`src/rtl/fetch_queue_unit.sv`:
```
// rtl/fetch_queue_unit.sv - fetch PC, credit-limited imem requests and IF/ID queue; optional perf counters under FETCH_PERF_CNT_EN
module fetch_queue_unit #(
    parameter int unsigned DEPTH    = 4,
    parameter logic [31:0] RESET_PC = 32'h0000_0000
) (
    input  logic        clk,
    input  logic        reset,
    input  logic        redirect_valid,
    input  logic [31:0] redirect_pc,
    output logic        imem_req_valid,
    input  logic        imem_req_ready,
    output logic [31:0] imem_req_addr,
    input  logic        imem_resp_valid,
    input  logic [31:0] imem_resp_data,
    output logic        id_valid,
    input  logic        id_ready,
    output logic [31:0] id_instr,
    output logic [31:0] id_pc4,
`ifdef FETCH_PERF_CNT_EN
    output logic [31:0] perf_fetched,
    output logic [31:0] perf_dropped,
    output logic [31:0] perf_stall,
`endif
    output logic [31:0] fetch_pc
);
    localparam int unsigned     PW      = $clog2(DEPTH);
    localparam int unsigned     CW      = PW + 1;
    localparam logic [CW-1:0]   L_FULL  = CW'(DEPTH);
    localparam logic [CW:0]     L_LIMIT = (CW + 1)'(DEPTH);

    logic [CW-1:0] r_count;
    logic [CW-1:0] r_outstanding;
    logic [CW-1:0] r_drop_cnt;
    logic [PW-1:0] r_rd_ptr;
    logic [PW-1:0] r_wr_ptr;
    logic [31:0]   r_fetch_pc;
    logic [31:0]   r_resp_pc;
    logic [31:0]   r_instr [DEPTH];
    logic [31:0]   r_pc4   [DEPTH];

    logic [CW:0]   w_used;
    logic          w_credit_ok;
    logic          w_req_fire;
    logic          w_drop;
    logic          w_push;
    logic          w_pop;
    logic [31:0]   w_redirect_pc;

    // Queued entries plus requests in flight may never exceed the queue size,
    // so every response always has a slot waiting for it.
    assign w_used        = {1'b0, r_count} + {1'b0, r_outstanding};
    assign w_credit_ok   = w_used < L_LIMIT;
    assign w_redirect_pc = redirect_pc & 32'hFFFF_FFFC;

    assign imem_req_valid = reset & w_credit_ok & ~redirect_valid;
    assign imem_req_addr  = r_fetch_pc;
    assign w_req_fire     = imem_req_valid & imem_req_ready;

    // A response is discarded when it belongs to a flushed fetch stream,
    // including one arriving in the redirect cycle itself.
    assign w_drop = imem_resp_valid & (redirect_valid | (r_drop_cnt != '0));
    assign w_push = imem_resp_valid & ~w_drop;
    assign w_pop  = id_valid & id_ready & ~redirect_valid;

    assign id_valid = (r_count != '0);
    assign id_instr = r_instr[r_rd_ptr];
    assign id_pc4   = r_pc4[r_rd_ptr];
    assign fetch_pc = r_fetch_pc;

    // Fetch/response PCs, in-flight count and number of stale responses to discard
    always_ff @(posedge clk or negedge reset) begin
        if (!reset) begin
            r_fetch_pc    <= RESET_PC;
            r_resp_pc     <= RESET_PC;
            r_outstanding <= '0;
            r_drop_cnt    <= '0;
        end else begin
            r_outstanding <= r_outstanding + CW'(w_req_fire) - CW'(imem_resp_valid);
            if (redirect_valid) begin
                r_fetch_pc <= w_redirect_pc;
                r_resp_pc  <= w_redirect_pc;
                r_drop_cnt <= r_outstanding - CW'(imem_resp_valid);
            end else begin
                if (w_req_fire) begin
                    r_fetch_pc <= r_fetch_pc + 32'd4;
                end
                if (w_push) begin
                    r_resp_pc <= r_resp_pc + 32'd4;
                end
                if (w_drop) begin
                    r_drop_cnt <= r_drop_cnt - CW'(1);
                end
            end
        end
    end

    // Circular instruction queue; a redirect empties it and ignores any pop
    always_ff @(posedge clk or negedge reset) begin
        if (!reset) begin
            r_count  <= '0;
            r_rd_ptr <= '0;
            r_wr_ptr <= '0;
            for (int i = 0; i < int'(DEPTH); i++) begin
                r_instr[i] <= '0;
                r_pc4[i]   <= '0;
            end
        end else if (redirect_valid) begin
            r_count  <= '0;
            r_rd_ptr <= '0;
            r_wr_ptr <= '0;
        end else begin
            if (w_push) begin
                r_instr[r_wr_ptr] <= imem_resp_data;
                r_pc4[r_wr_ptr]   <= r_resp_pc + 32'd4;
                r_wr_ptr          <= r_wr_ptr + PW'(1);
            end
            if (w_pop) begin
                r_rd_ptr <= r_rd_ptr + PW'(1);
            end
            r_count <= r_count + CW'(w_push) - CW'(w_pop);
            assert (!(w_push && !w_pop && (r_count == L_FULL)));
        end
    end

`ifdef FETCH_PERF_CNT_EN
    logic [31:0] r_perf_fetched;
    logic [31:0] r_perf_dropped;
    logic [31:0] r_perf_stall;

    assign perf_fetched = r_perf_fetched;
    assign perf_dropped = r_perf_dropped;
    assign perf_stall   = r_perf_stall;

    // Saturating event counters for pushes, discarded responses and IF/ID stalls
    always_ff @(posedge clk or negedge reset) begin
        if (!reset) begin
            r_perf_fetched <= '0;
            r_perf_dropped <= '0;
            r_perf_stall   <= '0;
        end else begin
            if (w_push && (r_perf_fetched != 32'hFFFF_FFFF)) begin
                r_perf_fetched <= r_perf_fetched + 32'd1;
            end
            if (w_drop && (r_perf_dropped != 32'hFFFF_FFFF)) begin
                r_perf_dropped <= r_perf_dropped + 32'd1;
            end
            if (id_valid && !id_ready && (r_perf_stall != 32'hFFFF_FFFF)) begin
                r_perf_stall <= r_perf_stall + 32'd1;
            end
        end
    end
`endif

endmodule

```
`config.mk`:
```
export PLATFORM = sky130hd
export DESIGN_NAME = fetch_queue_unit
export DESIGN_NICKNAME = d
export VERILOG_FILES = /design/src/rtl/fetch_queue_unit.sv
export SDC_FILE = /design/constraint.sdc
export NUM_CORES = 1
export LEC_CHECK = 0
export ABC_AREA = 1
export CORE_MARGIN = 2
export CORE_UTILIZATION = 56
export DETAILED_ROUTE_END_ITERATION = 10
export HOLD_SLACK_MARGIN = 0.05
export PLACE_DENSITY = 0.82
export REMOVE_ABC_BUFFERS = 1
export SLEW_MARGIN = 0
export SYNTH_ARGS = -nofsm -noshare
export SYNTH_HDL_FRONTEND = slang
export SYNTH_SLANG_ARGS = --single-unit
```
`constraint.sdc`:
```
create_clock -name clk -period 3 [get_ports clk]
set_clock_uncertainty 0.2 [all_clocks]
set_input_delay 0.3 -clock clk [delete_from_list [all_inputs] [get_ports clk]]
set_output_delay 0.3 -clock clk [all_outputs]
set_load 0.02 [all_outputs]
```
* After elaboration in Yosys (flattened, before gate mapping)
Index checks and enable logic that the tools add are counted.
Operators by class: add/sub/neg operators 11, magnitude comparators 4, muxes and demuxes 21, bitwise gates (word level) 12, reduce and logical (&&, ||, !) cells 8
Operators by type and width (count):
- 32-bit 2-to-1 mux | 9
- 128-bit bitwise mux | 2
- 32-bit binary-select mux with 2-bit select | 2
- 32-bit by 3-bit adder with 32-bit output, second input constant | 2
- 32-bit demux with 2-bit select | 1
- 3-bit 2-to-1 mux | 3
- 3-bit by 1-bit subtractor with 3-bit output | 3
- 2-bit 2-to-1 mux | 4
- 2-bit nonzero test | 4
- 1-bit bitwise AND | 7
- 3-bit by 1-bit adder with 3-bit output | 2
- 3-bit greater-or-equal comparator, second input constant | 2
- 2-bit NOT with 3-bit output | 2
- 3-bit nonzero test | 2
- 2-bit by 1-bit adder with 2-bit output, second input constant | 2
- 3-bit by 3-bit adder with 4-bit output | 1
- 4-bit by 3-bit < comparator with 1-bit output, second input constant | 1
- 3-bit by 1-bit < comparator with 1-bit output, second input constant | 1
- 3-bit by 1-bit subtractor with 3-bit output, second input constant | 1
- 1-bit NOT | 2
- 2-bit AND reduction | 1
- 1-bit logical AND | 1
- 1-bit OR | 1
Word-level totals: register bits after elaboration 333, input bits 70, output and inout port bits 130, word-level logic and storage cells 71

* Logic depth before layout (Yosys ltp)
Gate-level depths: netlist of the first run.
depth in word-level cells 8, gate-level depth with buffers 13

* Least setup slack after synthesis of the first run
No wires, ideal clock.
path kind reg2reg, from register r_count[1], to register r_outstanding[2], library setup time 129 ps, arrival 2626 ps, data required time 2671 ps, path slack 46 ps, cell stages (with the launch flop) 13, clock period less this slack 2954 ps, cells stage by stage dfrtp_1 -> ha_1 -> nand3_1 -> nand3_1 -> nor2_2 -> nand2_2 -> buf_2 -> ha_1 -> inv_1 -> ha_1 -> fa_1 -> xnor2_1 -> xor2_1
Between the ends: longest elaborated chain between the ends 7
Ends and longest elaborated chain:
- from (decl) | RTL line 31 | logic [CW-1:0] r_count;
- from (signal assigned) | RTL line 120 | r_count <= r_count + CW'(w_push) - CW'(w_pop);
- 3-bit by 3-bit adder with 4-bit output | RTL line 51 | assign w_used = {1'b0, r_count} + {1'b0, r_outstanding};
- 4-bit by 3-bit < comparator with 1-bit output | RTL line 52 | assign w_credit_ok = w_used < L_LIMIT;
- 1-bit bitwise AND (2 in a row) | RTL line 55 | assign imem_req_valid = reset & w_credit_ok & ~redirect_valid;
- named net imem_req_valid | RTL line 10 | output logic imem_req_valid,
- 1-bit bitwise AND | RTL line 57 | assign w_req_fire = imem_req_valid & imem_req_ready;
- 3-bit by 1-bit adder with 3-bit output | RTL line 78 | r_outstanding <= r_outstanding + CW'(w_req_fire) - CW'(imem_resp_valid);
- 3-bit by 1-bit subtractor with 3-bit output | RTL line 78
- to (signal assigned) | RTL line 78
- to (decl) | RTL line 32 | logic [CW-1:0] r_outstanding;
The timed path passes the listed nets, and every way through them passes these cells. A chain may end at the register's enable or synchronous reset.

* Worst setup path after layout of the first run
from register r_rd_ptr[0], to output port id_pc4[25]
Between the ends: longest elaborated chain between the ends 4
Ends and longest elaborated chain:
- from (decl) | RTL line 34 | logic [PW-1:0] r_rd_ptr;
- from (signal assigned) | RTL line 118 | r_rd_ptr <= r_rd_ptr + PW'(1);
- 2-bit NOT with 3-bit output (implied by the code) | RTL line 67 | assign id_pc4 = r_pc4[r_rd_ptr];
- 32-bit binary-select mux with 2-bit select | RTL line 67
- 32-bit 2-to-1 mux (implied by the code) (2 in a row) | RTL line 67
- to (decl) | RTL line 18 | output logic [31:0] id_pc4,
No other way between the ends. The select of a mux whose other input is x is not followed.

==> impl_metrics.yaml, run 1 <==
run_status:
  run_status: "complete, no violations"
floorplanning:
  initial_core_util_pct: 56.89
  dieArea_sq_mm: 0.03062
  floorplan.rows: 62
  core_area_sq_mm: 0.02878
  ios: 200
  die_height_microns: 175.0
  die-width_microns: 175.0
place:
  dp_slack_ns: 0.2202
  place_inst: 2600
  globalplace.congestion: 0.8831
  port_buffer_count: 191
  detailedPlacementHpwl_microns: 27330
finish:
  antenna-diode-count: 0
  post_route_cells_drive_above_1_share_pct: 6.096
  final_nets: 2343
  signed_area_change_from_the_synthesized_netlist_to_the_final_layout_pct: 19.88
  final-instance-count-excl-fill: 2664
worst_setup_path:
  startpoint_type: "flip-flop"
  critical_path.reg2reg.startpoint: "r_count[1]$_DFF_PN0_"
  crit_type: "reg2out"
  cp-startpoint: "r_rd_ptr[0]$_DFFE_PN0P_"
  cp_cell_sequence: "clkinv_2, buf_16, o21ai_0, o22ai_1, clkdlybuf4s50_1"
  cp.required_ns: 2.50
  worstRegToRegCells: 11
  timing.rr.end: "r_outstanding[2]$_DFF_PN0_"
  critPathSlowestCell: "sky130_fd_sc_hd__clkdlybuf4s50_1"
  worstPathArrival_ns: 2.49
  path_delay_family: "buffers and inverters"
  cp.buffers_inverters: 3
  r2r_setup_slack_ns: 0.33
  critical_path.max_fanout: 71
  critPathMaxStageDelay_ns: 0.67
  crit_path_end_kind: "primary output"
power_and_ir_drop:
  irDropWorstVdd_mv: 0.5050
  total_power_mw: 17.14
  leakage_nw: 9.700
  power.density_mw_per_mm2: 873.0
route:
  drcViolationCount: 0
  route.detailed.vias_per_inst: 5.597
  drt_iter0_markers: 1365
  wire_per_inst_microns: 16.31
  detail_route.wirelength_microns: 43440
  ant_nets: 0
  drt-pass1-iter-count: 5
  num_vias: 14910
logic_synthesis:
  yosysSeqAreaShare_pct: 49.06
  synth_cell_types: 37
  synthesis.instances: 2136
  syn_area_sq_mm: 0.01637
  synth-warning-count: 0
  synthesis.area_per_instance_sq_um: 7.665
  ys_seq_elements: 321
cts:
  worstSkewPairLatency_ns: 0.52
  cts_tree: "built"
  cts.repair_timing.setup_buffer_count: 0
  htree_levels: 2
  cts_made_buffers: 36
  clk_root_buffer_cell: "sky130_fd_sc_hd__clkbuf_16"
  cts.clk_slew.worst_paths_ns: 0.06
  clock_tree.buffer_depth: 3
  clk_sink_count: 321
sta:
  number_of_failing_setup_endpoints_in_the_final_timing_report: 0
  layout_setup_ws_ns: 0.01452
  drv_slew: 0
  layout_worst_path_cycle_share_pct: 99.52
  finalHoldViolations: 0
  max_slew_margin_pct: 27.28
  fin_worst_hold_slack_ns: 0.2018
  fmax_mhz: 335.0
  worstMarginPinSlew_ns: 1.087
  period_minus_slack_ns: 2.985
  grt_setup_unrepaired: "yes"
grt:
  grt_antenna_before_repair: 0
  track_usage_pct: 28.40
  use_met2_pct: 46.71
  gr-max-usage-layer: "met2"
  met1_layer_usage_reported_by_global_route_pct: 40.08
  grt_max_degree: 189
  grt_pass1_vias: 14547
  globalRoute.totalOverflow: 0
  first_pass_grt_wire_length_microns: 71360
  globalRouteMet3Util_pct: 3.394
hold_path:
  holdPathEnd: "r_instr[63]$_DFFE_PN0P_"
  whs_path_depth: 3
  hp-class: "in2reg"
  hold_wc_startpoint: "imem_resp_data[31]"
run:
  max-cap-violations: 0
[power breakdown]
part / internal, mW / switching (mW)
sequential: 5.30 / 0.726
clock: 2.89 / 1.79
combinational: 2.70 / 3.72
[per-stage QoR]
stage / setup TNS, ns / utilization (%) / area (sq um)
finish: 0 / 68.20 / 19630
global route: -0.01205 / 68.20 / 19630
CTS: 0 / 68.12 / 19600
detailed placement: 0 / 63.64 / 18320
global placement: 0 / 63.64 / 18320
floorplan: -161.13 / - / 15570
[per-layer routing]
layer | wire (microns) | vias to the layer above
li1 | - | 7016
met1 | 18540 | 7113
met2 | 20260 | 697
met3 | 3647 | 84
met4 | 993 | 0
met5 | 0 | -
[layout make-up]
| type | count | area [sq um] |
|---|---|---|
| Fill cell | 2304 | 9153 |
| Sequential cell | 321 | 8036 |
| Multi-Input combinational cell | 1518 | 6957 |
| Timing Repair Buffer | 222 | 2291 |
| Clock buffer | 46 | 1041 |
| Inverter | 156 | 586.8 |
| Tap cell | 384 | 480.5 |
| Clock inverter | 17 | 235.2 |
[worst max path at each step]
stage | to | slack (ns) | cells after the start
3_3_place_gp | r_outstanding[2]$_DFF_PN0_ | 0.28 | 11
5_1_grt | id_pc4[25] | -0.008 | 5
4_1_cts | id_pc4[12] | 0.05 | 5
2_1_floorplan | id_instr[0] | -2.57 | 3
3_5_place_dp | r_outstanding[2]$_DFF_PN0_ | 0.22 | 11
6_report | id_pc4[25] | 0.01 | 5
[sequential cells by signal, summed over array words and instances (netlist names)]
signal	flops
fetch_pc	30
r_count	3
r_drop_cnt	3
r_instr	128
r_outstanding	3
r_pc4	120
r_rd_ptr	2
r_resp_pc	30
r_wr_ptr	2
[worst reg2reg max path, cell delays in order (launching register included)]
cell	delay (ns)
sky130_fd_sc_hd__dfrtp_1	0.44
sky130_fd_sc_hd__ha_1	0.31
sky130_fd_sc_hd__nand3_1	0.08
sky130_fd_sc_hd__nand3_1	0.14
sky130_fd_sc_hd__nor2_2	0.16
sky130_fd_sc_hd__nand2_2	0.07
sky130_fd_sc_hd__ha_1	0.27
sky130_fd_sc_hd__inv_1	0.04
sky130_fd_sc_hd__ha_1	0.18
sky130_fd_sc_hd__fa_1	0.38
sky130_fd_sc_hd__xnor2_1	0.18
sky130_fd_sc_hd__xor2_1	0.16
[what timing repair did]
item                       in CTS  in global routing
hold buffers                    1                  0
setup endpoints to repair      11                 10
hold endpoints to repair       67                  0
resized for setup               2                  7
[Yosys cell counts, drive strengths merged]
cell    number  area [sq um]
conb         1         3.750
clkbuf      56         210.2
and2         1         6.260
o211ai       7         52.55
inv        154         578.1
nand4       10         62.56
or2          3         18.77
buf         90         606.8
o221ai       1         8.760
ha          16         200.2
nand2      740          2793
fa           2         40.04
nand3b       5         37.54
xor2        16         177.7
nand3       85         447.9
clkinv       2         7.510
nor2       225         948.4
o22ai       62         387.9
a21oi        6         30.03
o21ai      318          1592
nor3         2         21.27
xnor2       10         87.58
o21bai       3         22.52
dfrtp      321          8033
[kinds of logic (layout without fill, tap and decap cells)]
family	after synthesis	in the layout	share of synthesized area (%)
other	1	6	0.02290
AOI/OAI and AO/OA	397	397	12.78
DFF	321	321	49.06
and+or+nand+nor	1071	1071	26.48
adders and majority gates	18	18	1.467
xor gates and xnor gates	26	26	1.620
buffers and inverters	302	441	8.566
[cells in the final DEF, fill, tap and decap left out, types with 6 or more instances in the layout]
master / n
sky130_fd_sc_hd__nand2_1: 736
sky130_fd_sc_hd__dfrtp_1: 320
sky130_fd_sc_hd__o21ai_0: 279
sky130_fd_sc_hd__nor2_1: 205
sky130_fd_sc_hd__clkdlybuf4s50_1: 186
sky130_fd_sc_hd__inv_1: 145
sky130_fd_sc_hd__nand3_1: 82
sky130_fd_sc_hd__o22ai_1: 62
sky130_fd_sc_hd__o21ai_1: 39
sky130_fd_sc_hd__clkbuf_16: 38
sky130_fd_sc_hd__buf_4: 20
sky130_fd_sc_hd__ha_1: 16
sky130_fd_sc_hd__xor2_1: 11
sky130_fd_sc_hd__nor2_2: 11
sky130_fd_sc_hd__xnor2_1: 10
sky130_fd_sc_hd__nand4_1: 10
sky130_fd_sc_hd__inv_2: 9
sky130_fd_sc_hd__buf_12: 9
sky130_fd_sc_hd__clkinv_2: 8
sky130_fd_sc_hd__nor2_4: 8
sky130_fd_sc_hd__o211ai_1: 7
sky130_fd_sc_hd__a21oi_1: 6
sky130_fd_sc_hd__conb_1: 6
sky130_fd_sc_hd__clkbuf_8: 6
Note: power is estimated with default switching activity, not from simulation.
==> run 2, diff against run 1 <==
--- a/config.mk
+++ b/config.mk
@@ -6,6 +6,7 @@
 export NUM_CORES = 1
 export LEC_CHECK = 0
 export ABC_AREA = 1
+export CAP_MARGIN = 10
 export CORE_MARGIN = 2
 export CORE_UTILIZATION = 56
 export DETAILED_ROUTE_END_ITERATION = 10
==> results of run 2 <==
Same layout as run 1: the final DEF is identical, and so are final timing and power.
==> run 3, diff against run 2 <==
--- a/config.mk
+++ b/config.mk
@@ -10,7 +10,6 @@
 export CORE_MARGIN = 2
 export CORE_UTILIZATION = 56
 export DETAILED_ROUTE_END_ITERATION = 10
-export HOLD_SLACK_MARGIN = 0.05
 export PLACE_DENSITY = 0.82
 export REMOVE_ABC_BUFFERS = 1
 export SLEW_MARGIN = 0
==> results of run 3 <==
Same layout as run 1: the final DEF is identical, and so are final timing and power.
==> RTL edit 1, RTL diff (settings of run 1) <==
Add a define of `FETCH_PERF_CNT_EN`.
--- a/src/rtl/fetch_queue_unit.sv
+++ b/src/rtl/fetch_queue_unit.sv
@@ -1,3 +1,5 @@
 // rtl/fetch_queue_unit.sv - fetch PC, credit-limited imem requests and IF/ID queue; optional perf counters under FETCH_PERF_CNT_EN
+`define FETCH_PERF_CNT_EN
+
 module fetch_queue_unit #(
     parameter int unsigned DEPTH    = 4,
Behaviour (old outputs only; new: perf_dropped, perf_fetched and perf_stall): same outputs for any inputs over 4 cycles, from zero or initial values and one cycle with reset low; that may be too few to reach the edited logic, so the function may still have changed.
==> RTL edit 1 against run 1 <==
Highest routed layer unchanged. Largest power group is now registers. Area after synthesis rose by 35%. Via count rose by 42%. Cell area rose by 38%. Routed wire length rose by 52%. Sequential cell count rose by 96. Fmax rose by 1.4%. Setup slack improved by 40 ps. Total power rose by 25%.
==> RTL edit 1: results (changes against run 1) <==
initial antenna violation count=0 (unchanged); Num CTS Buffers=45 (+25%); top cells by area, synth=dfrtp_1 47%, nand2_1 18%, o21ai_0 7.7%, nor2_1 5.2%, inv_1 3.3%; Vias per Instance=5.620 (+0.41%); share of layout cells above drive strength 1=5.410% (-0.69 points); P_leak=13.27 nW (+37%); postcts setup bufs=0 (unchanged); first-pass GRT wire length=106.4 mm (+49%); Worst EP arrival=2450 ps (-40 ps); hold crit path type=primary input to register; synth cell count leaders=1092 x nand2_1, 417 x dfrtp_1, 342 x o21ai_0; sequential share of the synthesized area=47.07% (-2.0 points); largest net degree at the start of global routing=107 (-43%); IO Port Bufs=287 (+50%); Post-synth EDFFs=0 (unchanged); gr usage total=32.04% (+3.6 points); Clk pin slew, worst setup/hold paths=60 ps (about the same); Async SR Flop Fraction=100.0% (unchanged); status=completed; synth unique cells=39 (+5.4%); initial DRC count=1883 (+38%); DR pass1 iterations=6 (+1); worst-path maximum fanout=30 (-58%); drt wl/cell=17.54 um (+7.6%); Clock Tree Buf Depth=3 (unchanged); origin of the worst min-delay path=imem_resp_data[0]; Worst Setup SP=r_rd_ptr[0]; Peak supply drop=0.0004679 V (-7.3%); Main synth FF type=dfrtp_1; H-tree depth=2 (unchanged); detailed placement HPWL=44.05 mm (+61%); Clock Latency Late Sink=580 ps (+60 ps); vias in the first global route=20770 (+43%); Worst slew margin=27.78% (+0.50 points); RR Startpoint=r_count[2]; synth warn=0 (unchanged); Root Buffer=clkbuf_16; Placer Congestion=0.9334 (+5.7%); Regs by FF count=r_instr (128), r_pc4 (120); Nets=3289 (+40%)
-- RTL edit 1: worst paths after layout --
check                              endpoint  slack [ps]  cells after the start
max                              id_pc4[21]          50                      5
min                              r_instr[0]         140                      3
max reg2reg                r_outstanding[2]         340                     11
min reg2reg                       r_pc4[95]         270                      2
max in group asynchronous   perf_dropped[1]         960                      4
min in group asynchronous        r_pc4[120]         210                      3
-- RTL edit 1: where the power goes --
part / internal, W / switching [W]
registers: 0.00680 / 0.00100
clock network: 0.00370 / 0.00236
logic: 0.00303 / 0.00457
total: 0.0135 / 0.00793
-- RTL edit 1: per-layer routing --
metal	track usage [%]	wire length, um	vias to the layer above
li1	-	-	9909
met1	43.33	27590	10120
met2	52.56	31200	946
met3	5.313	5391	124
met4	11.13	1693	0
met5	0	0	-
-- RTL edit 1: metrics by stage --
stage	hold slack (ps)	std cells	setup slack [ps]	utilization (%)	instance area, sq um
floorplan	-195.6	2824	-2560	-	21330
CTS	115.5	3753	4.268	69.36	26930
global placement	-49.25	3666	176.2	65.03	25250
finish	139.3	3755	54.55	69.61	27030
detailed placement	-40.11	3666	46.86	65.03	25250
global route	134.2	3753	3.205	69.59	27020
-- RTL edit 1: area by class of cell --
class | count | area (sq um)
clock inverters | 18 | 250.2
clock buffers | 66 | 1378
fillers | 3131 | 11800
inverters | 211 | 797.0
well taps | 518 | 648.1
diodes | 2 | 5.005
repair buffers | 327 | 3383
multi-input cells | 2196 | 10120
flip-flops and latches | 417 | 10440
-- RTL edit 1: kinds of logic (layout without fill, tap and decap cells) --
kind of cell             after synthesis  count (layout)  share of synthesized area (%)
flip-flops                           417             417                          47.07
other                                  1               8                        0.01692
adder cells (fa/ha/maj)               21              21                          1.253
XOR/XNOR                              80              80                          3.161
AND/OR/NAND/NOR                     1629            1629                          30.01
buffers and inverters                369             622                          7.456
AO/OA/AOI/OAI                        460             460                          11.03
-- RTL edit 1: worst max-delay path, stage by stage (launching register included) --
cell and delay (ps):
dfrtp_4 560, clkinv_4 190, buf_12 200, o21ai_0 90, o22ai_1 130, clkdlybuf4s50_1 680
-- RTL edit 1: what timing repair did --
action	4_1_cts	5_1_grt
endpoints found under the hold margin	214	0
gates cloned	1	0
gates resized for setup	13	38
hold buffers	2	0
setup endpoints to repair	47	32
==> RTL edit 2, RTL diff (flow settings as in run 1) <==
Without the edit above. `DEPTH`: 4 -> 8.
--- a/src/rtl/fetch_queue_unit.sv
+++ b/src/rtl/fetch_queue_unit.sv
@@ -1,5 +1,5 @@
 // rtl/fetch_queue_unit.sv - fetch PC, credit-limited imem requests and IF/ID queue; optional perf counters under FETCH_PERF_CNT_EN
 module fetch_queue_unit #(
-    parameter int unsigned DEPTH    = 4,
+    parameter int unsigned DEPTH    = 8,
     parameter logic [31:0] RESET_PC = 32'h0000_0000
 ) (
Function: same outputs for any inputs over 4 cycles, from zero or initial values and one cycle with reset low; that may be too few to reach the edited logic, so the function may still have changed.
==> RTL edit 2 against run 1 <==
Count of clock-buffer cells in the layout is 41 higher. Clock power is 59% higher. Cell area is 68% higher. Final cell count is 69% higher. Setup slack better by 18 ps. Critical endpoint is now id_pc4[24]. Sequential power is 52% higher. Sequential cell count is 253 higher. Sequential share of layout area is 2.8 points higher. Area after synthesis is 72% higher. Routed wire length is 81% higher. Worst hold slack worse by 74 ps. Total power is 43% higher. Highest routed layer unchanged.
==> RTL edit 2: results (changes against run 1) <==
Vias per Instance=5.637 (+0.72%); detailed placement HPWL=46.62 mm (+71%); Met2 Wirelength=36.63 mm (+81%); initial DRC count=2886 (+110%); Peak supply drop=0.0004912 V (-2.7%); met3 routed WL=7.145 mm (+96%); P_leak=16.27 nW (+68%); Clock power frac=30.3% (+2.9 points); placed cell area=0.03071 sq mm (+68%); Seq power=0.00915 W (+52%); internal power=0.01584 W (+45%); H-tree depth=2 (unchanged); vias in the first global route=24720 (+70%); hold crit path type=primary input to register; origin of the worst min-delay path=redirect_pc[9]; synth cell count leaders=1326 x nand2_1, 574 x dfrtp_1, 559 x o21ai_0; max_cap viols=0 (unchanged); M1 WL=32.62 mm (+76%); worst-path maximum fanout=25 (-65%); worst hold slack=128.0 ps (-73.83 ps); top cells by area, synth=dfrtp_1 51%, nand2_1 18%, o21ai_0 9.9%, nor2_1 5.6%, inv_1 2.2%; final WL=78.51 mm (+81%); synth warn=0 (unchanged); Clock Latency Late Sink=620 ps (+100 ps); flop-to-flop setup slack=450 ps (+120 ps); first-pass GRT wire length=127.0 mm (+78%); gr usage total=29.83% (+1.4 points); DR pass1 iterations=6 (+1); Worst EP arrival=2470 ps (-20 ps); worst hold endpoint=fetch_pc[9]; share of layout cells above drive strength 1=7.793% (+1.7 points); Placer Congestion=0.8997 (+1.9%); Regs by FF count=r_instr (256), r_pc4 (240); post-cts resize count=137 (+135); max layer used=met4; Hold Path Depth=3 (unchanged); Clk pin slew, worst setup/hold paths=60 ps (about the same); Clock Tree Buf Depth=3 (unchanged); pre-CTS setup slack=236.6 ps (+16.33 ps); Nets=3885 (+66%); largest net degree at the start of global routing=190 (+0.53%); sequential share of the synthesized area=51.02% (+2.0 points); IO Port Bufs=191 (unchanged); PD cells=747.9 mW/mm^2 (-14%); Num CTS Buffers=59 (+64%); CTS Hold Buffers Added=1 (unchanged); r2r endpoint=r_count[1]; RR Startpoint=r_count[2]; initial antenna violation count=0 (unchanged); Slew @ Worst Pin=1083 ps (-3.507 ps); status=completed
==> RTL edit 2: logic make-up after synthesis <==
kind of cell | after synthesis | share of synthesized area, %
adders and majority gates | 23 | 1.075
other | 1 | 0.01332
xor gates and xnor gates | 24 | 0.8799
DFF | 574 | 51.02
buffers and inverters | 424 | 6.755
AOI/OAI and AO/OA | 765 | 14.02
and+or+nand+nor | 1881 | 26.24
==> RTL edit 2: cell type report <==
type / count / area, sq um
timing repair inverter: 1 / 8.758
multi-input combinational: 2699 / 12060
tap: 672 / 840.8
clock buffer: 87 / 1722
timing repair buffer: 287 / 2969
sequential: 574 / 14370
fill: 4102 / 16990
clock inverter: 19 / 250.2
inverter: 170 / 655.6
==> RTL edit 2: layer usage <==
metal / GRT usage, % / vias to the layer above
met4: 9.538 / 0
li1: - / 11960
met2: 48.77 / 1136
met1: 40.44 / 12150
met5: 0 / -
met3: 5.613 / 172
==> RTL edit 2: worst max-delay path by stage <==
stage | start | slack, ps | cells past startpoint | end
after detailed placement | r_rd_ptr[0] | 240 | 7 | id_pc4[22]
final | r_rd_ptr[0] | 30 | 7 | id_pc4[24]
after CTS | r_rd_ptr[0] | -40 | 8 | id_pc4[31]
after global placement | r_rd_ptr[0] | 230 | 5 | id_pc4[10]
after global routing | r_rd_ptr[0] | -80 | 7 | id_instr[1]
after floorplan | r_rd_ptr[0] | -7190 | 4 | id_pc4[4]
==> RTL edit 2: critical path, stage by stage, from the launching register on <==
cell,delay [ps]
dfrtp_4,570
buf_12,200
buf_16,180
o21ai_0,180
o21ai_1,70
a21oi_1,220
a31oi_1,80
dlygate4sd2_1,340
==> RTL edit 2: metrics by stage <==
step	std cells	setup TNS, ps
final	4509	0
after global routing	4509	-112.5
after CTS	4502	-113.4
after detailed placement	4393	0
after global placement	4393	0
after floorplan	3443	-451670
